--- src/rtl/rtc_pkg.sv ---
// Shared constants for the real-time clock: the CPU register map, the
// time-field limits and the alarm control bit positions.
package rtc_pkg;

    // Register codes decoded from addr[3:0]; addr[7:4] selects the alarm channel.
    localparam logic [3:0] REG_HOUR  = 4'h8;
    localparam logic [3:0] REG_MIN   = 4'h9;
    localparam logic [3:0] REG_SEC   = 4'hA;
    localparam logic [3:0] REG_AHOUR = 4'hC;
    localparam logic [3:0] REG_AMIN  = 4'hD;
    localparam logic [3:0] REG_ACTRL = 4'hE;

    // Largest legal values of the time fields.
    localparam logic [5:0] MAX_HOUR    = 6'd23;
    localparam logic [5:0] MAX_MIN_SEC = 6'd59;

    // Bit positions inside an alarm control write.
    localparam int CTRL_EN  = 0;
    localparam int CTRL_CLR = 1;

    // True when a 6-bit write value lies inside 0..max.
    function automatic logic in_range(input logic [5:0] value, input logic [5:0] max);
        return value <= max;
    endfunction

endpackage

--- src/rtl/rtc_prescaler.sv ---
// Generic seconds prescaler: counts 0..CLK_FREQ-1 and flags the wrap.
// tick is high during the cycle the counter sits at its last value, so the
// consumer advances its own registers on the same edge the counter wraps.
// clr restarts the count from zero and suppresses that cycle's tick.
module rtc_prescaler #(
    parameter int CLK_FREQ = 10000000
) (
    input  logic clock,
    input  logic rst,
    input  logic clr,
    output logic tick
);

    localparam int CW = (CLK_FREQ > 1) ? $clog2(CLK_FREQ) : 1;
    localparam logic [CW-1:0] LAST = CW'(CLK_FREQ - 1);

    logic [CW-1:0] count_reg;
    logic [CW-1:0] count_next;
    logic          at_last;

    assign at_last = (count_reg == LAST);
    assign tick    = at_last & ~clr;

    // Next count: restart on wrap or on an explicit clear.
    always_comb begin
        count_next = count_reg + CW'(1);
        if (clr || at_last) begin
            count_next = '0;
        end
    end

    // Counter register.
    always_ff @(posedge clock) begin
        if (rst) begin
            count_reg <= '0;
        end else begin
            count_reg <= count_next;
        end
    end

endmodule

--- src/rtl/rtc_alarm_timer.sv ---
// Real-time clock with CPU-settable hour:minute:second and NUM_ALARMS
// hour:minute alarm channels. Each channel keeps a sticky pending flag; irq
// is the registered OR of pending flags whose channel is enabled.
module rtc_alarm_timer #(
    parameter int CLK_FREQ   = 10000000,
    parameter int NUM_ALARMS = 4,
    parameter int ADDR_W     = 16,
    parameter int DATA_W     = 8
) (
    input  logic                  clock,
    input  logic                  rst,
    input  logic                  w_en_n,
    input  logic [DATA_W-1:0]     t,
    input  logic [ADDR_W-1:0]     addr,
    output logic [4:0]            hour,
    output logic [5:0]            minute,
    output logic [5:0]            second,
    output logic                  sec_tick,
    output logic [NUM_ALARMS-1:0] alarm_pending,
    output logic                  irq
);

    import rtc_pkg::*;

    // ---------------------------------------------------------------
    // CPU write detection
    // ---------------------------------------------------------------
    logic w_prev_reg;
    logic armed_reg;
    logic commit;

    // armed_reg stays low until the strobe has been seen high after reset,
    // so a low phase that straddles reset never produces a commit.
    always_ff @(posedge clock) begin
        if (rst) begin
            w_prev_reg <= 1'b1;
            armed_reg  <= 1'b0;
        end else begin
            w_prev_reg <= w_en_n;
            armed_reg  <= armed_reg | w_en_n;
        end
    end

    assign commit = armed_reg & ~w_prev_reg & w_en_n;

    // ---------------------------------------------------------------
    // Write decode
    // ---------------------------------------------------------------
    logic [3:0] reg_code;
    logic [3:0] ch_sel;
    logic [5:0] wdata;
    logic       data_ok;
    logic       wr_hour;
    logic       wr_min;
    logic       wr_sec;
    logic       unused_addr;

    assign reg_code = addr[3:0];
    assign ch_sel   = addr[7:4];
    assign wdata    = t[5:0];
    // Any set bit above t[5] makes the whole write invalid.
    assign data_ok  = ((t >> 6) == '0);

    // The channel field only means something for the alarm registers.
    assign wr_hour = commit & data_ok & (reg_code == REG_HOUR) & in_range(wdata, MAX_HOUR);
    assign wr_min  = commit & data_ok & (reg_code == REG_MIN)  & in_range(wdata, MAX_MIN_SEC);
    assign wr_sec  = commit & data_ok & (reg_code == REG_SEC)  & in_range(wdata, MAX_MIN_SEC);

    assign unused_addr = &{1'b0, addr[ADDR_W-1:8]};

    // ---------------------------------------------------------------
    // Seconds prescaler (a seconds write restarts it and eats the tick)
    // ---------------------------------------------------------------
    logic tick;

    rtc_prescaler #(
        .CLK_FREQ (CLK_FREQ)
    ) u_prescaler (
        .clock (clock),
        .rst   (rst),
        .clr   (wr_sec),
        .tick  (tick)
    );

    // ---------------------------------------------------------------
    // Time of day
    // ---------------------------------------------------------------
    logic [4:0] hour_reg;
    logic [5:0] minute_reg;
    logic [5:0] second_reg;
    logic [4:0] hour_next;
    logic [5:0] minute_next;
    logic [5:0] second_next;
    logic       sec_wrap;
    logic       min_wrap;
    logic       minute_boundary;
    logic       sec_tick_reg;

    // Tick cascade, then CPU writes override their own field. A carry out of
    // a written minute is dropped so the hour does not move under the write.
    always_comb begin
        second_next = second_reg;
        minute_next = minute_reg;
        hour_next   = hour_reg;
        sec_wrap    = tick & (second_reg == MAX_MIN_SEC);
        min_wrap    = sec_wrap & (minute_reg == MAX_MIN_SEC);

        if (tick) begin
            second_next = sec_wrap ? 6'd0 : second_reg + 6'd1;
        end
        if (sec_wrap) begin
            minute_next = min_wrap ? 6'd0 : minute_reg + 6'd1;
        end
        if (min_wrap && !wr_min) begin
            hour_next = (hour_reg == MAX_HOUR[4:0]) ? 5'd0 : hour_reg + 5'd1;
        end

        if (wr_sec) begin
            second_next = wdata;
        end
        if (wr_min) begin
            minute_next = wdata;
        end
        if (wr_hour) begin
            hour_next = wdata[4:0];
        end
    end

    // Alarms only fire on a minute boundary reached by counting, never when
    // the CPU is moving the hour or minute in the same cycle.
    assign minute_boundary = sec_wrap & ~wr_hour & ~wr_min;

    // Time registers and the registered one-cycle second pulse.
    always_ff @(posedge clock) begin
        if (rst) begin
            hour_reg     <= 5'd0;
            minute_reg   <= 6'd0;
            second_reg   <= 6'd0;
            sec_tick_reg <= 1'b0;
        end else begin
            hour_reg     <= hour_next;
            minute_reg   <= minute_next;
            second_reg   <= second_next;
            sec_tick_reg <= tick;
        end
    end

    // ---------------------------------------------------------------
    // Alarm channels
    // ---------------------------------------------------------------
    logic [NUM_ALARMS-1:0] pend_vec;
    logic [NUM_ALARMS-1:0] en_vec;

    genvar gi;
    generate
        for (gi = 0; gi < NUM_ALARMS; gi++) begin : g_alarm
            logic [4:0] ahour_reg;
            logic [5:0] amin_reg;
            logic       en_reg;
            logic       pend_reg;
            logic       sel;
            logic       match;

            // Channel numbers at or above NUM_ALARMS match no channel.
            assign sel   = commit & data_ok & (ch_sel == 4'(gi));
            assign match = minute_boundary & en_reg
                         & (ahour_reg == hour_next) & (amin_reg == minute_next);

            // Alarm set-up registers and the sticky pending flag (set beats clear).
            always_ff @(posedge clock) begin
                if (rst) begin
                    ahour_reg <= 5'd0;
                    amin_reg  <= 6'd0;
                    en_reg    <= 1'b0;
                    pend_reg  <= 1'b0;
                end else begin
                    if (sel && (reg_code == REG_AHOUR) && in_range(wdata, MAX_HOUR)) begin
                        ahour_reg <= wdata[4:0];
                    end
                    if (sel && (reg_code == REG_AMIN) && in_range(wdata, MAX_MIN_SEC)) begin
                        amin_reg <= wdata;
                    end
                    if (sel && (reg_code == REG_ACTRL)) begin
                        en_reg <= wdata[CTRL_EN];
                    end
                    if (match) begin
                        pend_reg <= 1'b1;
                    end else if (sel && (reg_code == REG_ACTRL) && wdata[CTRL_CLR]) begin
                        pend_reg <= 1'b0;
                    end
                end
            end

            assign pend_vec[gi] = pend_reg;
            assign en_vec[gi]   = en_reg;
        end
    endgenerate

    // ---------------------------------------------------------------
    // Interrupt
    // ---------------------------------------------------------------
    logic irq_reg;

    // irq trails the enabled pending flags by one cycle.
    always_ff @(posedge clock) begin
        if (rst) begin
            irq_reg <= 1'b0;
        end else begin
            irq_reg <= |(pend_vec & en_vec);
        end
    end

    assign hour          = hour_reg;
    assign minute        = minute_reg;
    assign second        = second_reg;
    assign sec_tick      = sec_tick_reg;
    assign alarm_pending = pend_vec;
    assign irq           = irq_reg;

endmodule
--- config.mk ---
export PLATFORM = sky130hd
export DESIGN_NAME = rtc_alarm_timer
export DESIGN_NICKNAME = d
export VERILOG_FILES = /design/src/rtl/rtc_pkg.sv /design/src/rtl/rtc_prescaler.sv /design/src/rtl/rtc_alarm_timer.sv
export SDC_FILE = /design/constraint.sdc
export NUM_CORES = 1
export LEC_CHECK = 0
export CAP_MARGIN = 20
export CORE_UTILIZATION = 53
export CTS_BUF_LIST = sky130_fd_sc_hd__clkbuf_16
export CTS_CLUSTER_SIZE = 28
export DETAILED_ROUTE_END_ITERATION = 6
export GPL_TIMING_DRIVEN = 0
export PLACE_DENSITY = 0.75
export SKIP_LAST_GASP = 1
export SYNTH_ARGS = -nofsm -noshare
export SYNTH_HDL_FRONTEND = slang
export SYNTH_SLANG_ARGS = --single-unit
export TNS_END_PERCENT = 100
--- constraint.sdc ---
create_clock -name clock -period 3.79 [get_ports clock]
set_clock_uncertainty 0.15 [all_clocks]
set_input_delay 0.379 -clock clock [delete_from_list [all_inputs] [get_ports clock]]
set_output_delay 0.379 -clock clock [all_outputs]
set_load 0.05 [all_outputs]
==> results of run 1 <==
-- worst max path at each step --
stage	from	to	slack, ns	depth (start not counted)
after floorplan	u_prescaler.count_reg[0]	g_alarm[3].pend_reg	0.39	10
after global placement	addr[0]	g_alarm[1].pend_reg	-0.46	11
after detailed placement	addr[0]	g_alarm[1].pend_reg	-0.49	11
after CTS	addr[0]	g_alarm[0].pend_reg	0.08	11
after global routing	u_prescaler.count_reg[1]	g_alarm[3].pend_reg	0.04	10
final	u_prescaler.count_reg[1]	g_alarm[3].pend_reg	0.12	10
-- layout make-up --
class                      instances  area [sq um]
tap                              129           161
clock buffer                       9           225
timing repair buffer              45           423
inverter                           7          26.3
sequential                        97          1940
fill                             792          3150
clock inverter                     7          77.6
buffer                            34           160
multi-input combinational        478          3200
-- power by group --
part / internal, uW / switching, uW / leakage [uW]
Sequential: 1020 / 3.30 / 0.000782
Combinational: 29.7 / 67.2 / 0.00158
Clock: 518 / 419 / 0.000142
-- per-layer routing --
metal	vias up	global-route usage, %
met1	2331	40.2
met4	0	15.1
met5	-	0
li1	2287	-
met3	48	6.45
met2	219	46.3
-- kinds of logic (layout without fill, tap and decap cells) --
logic type | after synthesis | after routing
compound gates | 87 | 87
xor+xnor | 66 | 66
fa+ha+maj | 4 | 4
buf+inv | 41 | 102
flops | 97 | 97
mux | 52 | 52
simple gates | 269 | 269
-- stage by stage --
step | TNS, ns | cell area (sq um) | util, % | hold slack [ns]
after global placement | -1.26 | 5710 | 61.0 | 0.294
after detailed placement | -1.44 | 5720 | 61.0 | 0.319
after CTS | 0 | 6090 | 65.0 | 0.329
after floorplan | 0 | 5200 | - | 0.276
final | 0 | 6220 | 66.3 | 0.286
after global routing | 0 | 6220 | 66.3 | 0.303
-- worst max-delay path: stages, from the launching register on --
cell	delay [ns]
dfxtp_1	0.35
ha_2	0.21
nand3_2	0.10
or4_4	0.61
or4_4	0.50
or4_2	0.75
nand2_1	0.16
xor2_2	0.21
nor3b_2	0.08
o32ai_2	0.29
o31ai_1	0.13
-- repair_timing --
action	4_1_cts	5_1_grt
hold buffers	0	0
setup buffers	2	7
gates resized for setup	10	15
pin swaps	1	4
endpoints found under the setup margin	4	4
-- synthesized netlist by cell type (3+ instances only) --
cell type and instances:
a211oi_1 6, a21oi_1 18, a31oi_1 12, and2_1 8, and3_1 8, buf_2 5
buf_4 4, clkbuf_1 22, dfxtp_1 97, ha_1 4, inv_1 7, mux2i_1 51
nand2_1 41, nand3_1 29, nand4_1 7, nor2_1 105, nor2b_1 3, nor3_1 17
nor3b_1 4, nor4_1 4, nor4b_1 3, nor4bb_1 3, o211ai_1 3, o21ai_0 26
or2_2 6, or3_1 4, or4_1 6, xnor2_1 27, xor2_1 39
==> results.json, run 1 <==
{
  "synth_edf_count": 0,
  "leakagePower_uw": 0.00250,
  "drc_errors": 0,
  "numCtsBuffers": 9,
  "r2r_end": "g_alarm[3].pend_reg",
  "n_antenna_cell": 0,
  "syn_nets": 647,
  "die-area_sq_mm": 0.0102,
  "drive_above_1_share_pct": 10.8,
  "vias": 4885,
  "cts-root-buf": "clkbuf_16",
  "core_area_sq_mm": 0.00937,
  "hp-class": "reg2reg",
  "final_cell_mix": "105 x nor2_1, 96 x dfxtp_1, 48 x mux2i_1",
  "m1WireLength_mm": 6.54,
  "clk_pin_slew_worst_paths_ns": 0.07,
  "min_path_cells": 1,
  "postRouteAntennaNets": 0,
  "end_kind": "register",
  "grt_max_degree": 18,
  "grt_pass1_vias": 4434,
  "synth_fa_ha_area_share_pct": 0.962,
  "synth_mux_area_share_pct": 10.0,
  "rows": 35,
  "ys_ff_latch": 97,
  "mostFrequentLayoutCell": "nor2_1",
  "die_w_microns": 101,
  "synth_xor_area_share_pct": 11.1,
  "fin_cells": 806,
  "synth_top_family_by_area": "simple AND/OR/NAND/NOR gates",
  "power_uw": 2060,
  "rsz0062_at_grt": "false",
  "wl_met2_mm": 6.81,
  "drt_pass1_iterations": 5,
  "cp_max_fo": 6,
  "syn_inst": 616,
  "min_from": "u_prescaler.count_reg[0]",
  "yosysSeqAreaShare_pct": 37.3,
  "finalMaxSlewViolations": 0,
  "yosys.area_share.simple_pct": 26.4,
  "setup_ws_ns": 0.119,
  "async_flop_share_pct": 0,
  "drtIter0Drc": 407,
  "vias_per_cell": 6.06,
  "path_class": "reg2reg",
  "cp.arrival_ns": 3.74,
  "maxSlewHeadroom_pct": 41.6,
  "floorplan.initialDensity_pct": 55.5,
  "cp-start-kind": "register",
  "pre_cts_slack_ns": -0.494,
  "synth_area_sq_mm": 0.00520,
  "grt_overflow_total": 0,
  "synth_compound_area_share_pct": 10.6,
  "dp_hpwl_mm": 10.7,
  "area_growth_pct": 19.5,
  "max-cap-violations": 0,
  "r2r_cells": 10,
  "nNetsFinal": 703,
  "yosys_warnings": 0,
  "wl_met3_mm": 1.30,
  "yosysTopAreaCell": "dfxtp_1",
  "yosysTopAreaCellShare_pct": 37.3,
  "clock_latency_ns": 0.35,
  "syn_area_per_cell_sq_um": 8.45,
  "cts.sinks": 97,
  "antenna_found_initial": 0,
  "cts_tree": "done",
  "cts_max_path_buffers": 2,
  "grt_first_pass_wirelength_mm": 23.2,
  "portBuffers": 35,
  "hold_viol_final": 0,
  "wire_per_inst_microns": 18.9,
  "place_inst": 781,
  "grtUsageTotal_pct": 30.2,
  "htreeDepth": 3,
  "gp_congestion": 0.924,
  "required_ns": 3.86,
  "outcome": "completed",
  "synth_cell_types": 68,
  "highest_layer": "met4",
  "die_y_microns": 101,
  "worstReg2RegStart": "u_prescaler.count_reg[1]",
  "finalWirelength_mm": 15.2,
  "yosys_most_used_dff": "dfxtp_1",
  "setup_viol": 0,
  "worst_pin_slew_ns": 0.869,
  "min_to": "u_prescaler.count_reg[0]",
  "r2r_slack_ns": 0.12,
  "fin_crit_sh_pct": 96.9,
  "vdd_drop_max_mv": 0.202,
  "power.density_mw_per_mm2": 331,
  "min_period_ns": 3.67,
  "fmax_ghz": 0.272,
  "io_pins": 50,
  "synth_top_cells_by_area": "dfxtp_1 37%, mux2i_1 9.8%, nor2_1 7.6%"
}
(Power assumes the default switching activity.)
==> inputs of run 2 (changes only) <==
- SKIP_CTS_REPAIR_TIMING: unset -> 1
==> run 2 against run 1 <==
  * Sequential share of layout area increased by 0.12 points
  * Global-route usage decreased by 0.43 points
  * Hold slack improved by 0.020 ns
  * Total power is 0.29% lower
  * Utilization shrank 0.12 points
  * Worst setup slack got worse by 0.026 ns
  * Sequential cell count unchanged
  * Combinational power up 1%
  * Sequential power hardly changed
  * Maximum frequency shrank 0.69%
  * Die area unchanged
  * Critical path depth unchanged
  * Critical endpoint unchanged
==> results.json, run 2 (synthesis results as in run 1) <==
{
  "outcome": "completed",
  "hold_viol_final": 0,
  "cts-root-buf": "clkbuf_16",
  "nNetsFinal": 702,
  "hp-class": "reg2reg",
  "pwr-share-comb_pct": 4.8,
  "postRouteAntennaNets": 0,
  "worst_pin_slew_ns": 0.862,
  "power_uw": 2050,
  "drt_pass1_iterations": 5,
  "maxSlewHeadroom_pct": 42.5,
  "vias": 4876,
  "grt_pass1_vias": 4343,
  "finalMaxSlewViolations": 0,
  "critical_path.max_stage_delay_ns": 0.75,
  "drc_errors": 0,
  "fmax_ghz": 0.271,
  "n_antenna_cell": 0,
  "drive_above_1_share_pct": 10.1,
  "portBuffers": 35,
  "cts_max_path_buffers": 2,
  "grt_first_pass_wirelength_mm": 22.9,
  "wire_per_inst_microns": 18.9,
  "end_kind": "register",
  "drtIter0Drc": 399,
  "regArea_sq_mm": 0.00195,
  "power_frac_clock_pct": 45.2,
  "vdd_drop_max_mv": 0.200,
  "htreeDepth": 3,
  "min_from": "u_prescaler.count_reg[0]",
  "worstReg2RegStart": "u_prescaler.count_reg[0]",
  "gp_congestion": 0.924,
  "fin_crit_sh_pct": 97.5,
  "grt_overflow_total": 0,
  "clk_pin_slew_worst_paths_ns": 0.07,
  "cp-start-kind": "register",
  "setup_viol": 0,
  "p_sw_share_pct": 23.5,
  "path_class": "reg2reg",
  "die_y_microns": 101,
  "fin_util_pct": 66.2,
  "crit_chain": "ha_4 -> nand3_2 -> or4_4 -> or4_4 -> or4_2 -> nand2_1 -> xor2_1 -> nor3_1 -> o32ai_2 -> o31ai_1",
  "finalWirelength_mm": 15.2,
  "numCtsBuffers": 9,
  "dp_hpwl_mm": 10.7,
  "cp.arrival_ns": 3.79,
  "rows": 35,
  "vias_per_cell": 6.06,
  "clock_latency_ns": 0.35,
  "final_cell_mix": "105 x nor2_1, 95 x dfxtp_1, 50 x mux2i_1",
  "cp_max_fo": 6,
  "power.density_mw_per_mm2": 331,
  "mostFrequentLayoutCell": "nor2_1",
  "startpoint": "u_prescaler.count_reg[0]",
  "critical_path.most_common_cell": "or4_4",
  "io_pins": 50,
  "core_area_sq_mm": 0.00937,
  "area_growth_pct": 19.3,
  "cp_slowest_cell": "or4_2",
  "grt_max_degree": 18,
  "grtUsageTotal_pct": 29.8,
  "cts_tree": "done",
  "die-area_sq_mm": 0.0102,
  "required_ns": 3.89,
  "setup_tns_ns": 0,
  "min_period_ns": 3.70,
  "antenna_found_initial": 0,
  "fillers": 794,
  "floorplan.initialDensity_pct": 55.5,
  "power_frac_seq_pct": 50.0,
  "power_switching_uw": 482,
  "max-cap-violations": 0,
  "cellInternalPower_uw": 1570,
  "die_w_microns": 101,
  "multi_input_area_sq_mm": 0.00319,
  "cts.sinks": 97,
  "leakagePower_uw": 0.00247
}
-- run 2: worst max-delay path, delay by kind of cell (launching register included) --
| family | cells | cell delay [ns] |
|---|---|---|
| flip-flops | 1 | 0.37 |
| XOR/XNOR | 1 | 0.09 |
| AND/OR/NAND/NOR | 6 | 2.44 |
| adder cells (fa/ha/maj) | 1 | 0.15 |
| AO/OA/AOI/OAI | 2 | 0.39 |
-- run 2: final timing paths --
check             cells after the start                       end  slack, ns
setup / recovery                     10       g_alarm[3].pend_reg       0.09
hold / removal                        1  u_prescaler.count_reg[0]       0.31
setup reg to reg                     10       g_alarm[3].pend_reg       0.09
hold reg to reg                       1  u_prescaler.count_reg[0]       0.31
-- run 2: per-stage QoR --
step	cell area [sq um]	std cells	hold slack (ns)	setup WS, ns
global placement	5710	780	0.294	-0.460
finish	6210	805	0.306	0.0935
global route	6210	805	0.316	-0.0370
detailed placement	5720	781	0.319	-0.494
CTS	6020	797	0.329	-0.371
floorplan	5200	616	0.276	0.387
-- run 2: routing by layer --
metal  routed length (microns)  vias to the layer above  track usage [%]
met2                      6890                      223             45.4
met3                      1280                       41             5.96
met5                         0                        -                0
met1                      6540                     2326             40.2
met4                       535                        0             14.6
li1                          -                     2286                -
-- run 2: power groups by stage --
stage | combinational [uW] | clock, uW | sequential, uW
after detailed placement | 93.1 | 0 | 1050
after floorplan | 48.1 | 0 | 1050
after CTS | 93.8 | 941 | 1030
after global placement | 91.6 | 0 | 1050
final | 98.1 | 928 | 1030
after global routing | 103 | 977 | 1030
-- run 2: layout make-up --
type,instances,share of cell area (%)
well taps,129,2.60
inverters,7,0.423
clock inverters,7,1.25
multi-input cells,478,51.5
clock buffers,9,3.63
flip-flops and latches,97,31.4
plain buffers,34,2.58
repair buffers,44,6.69
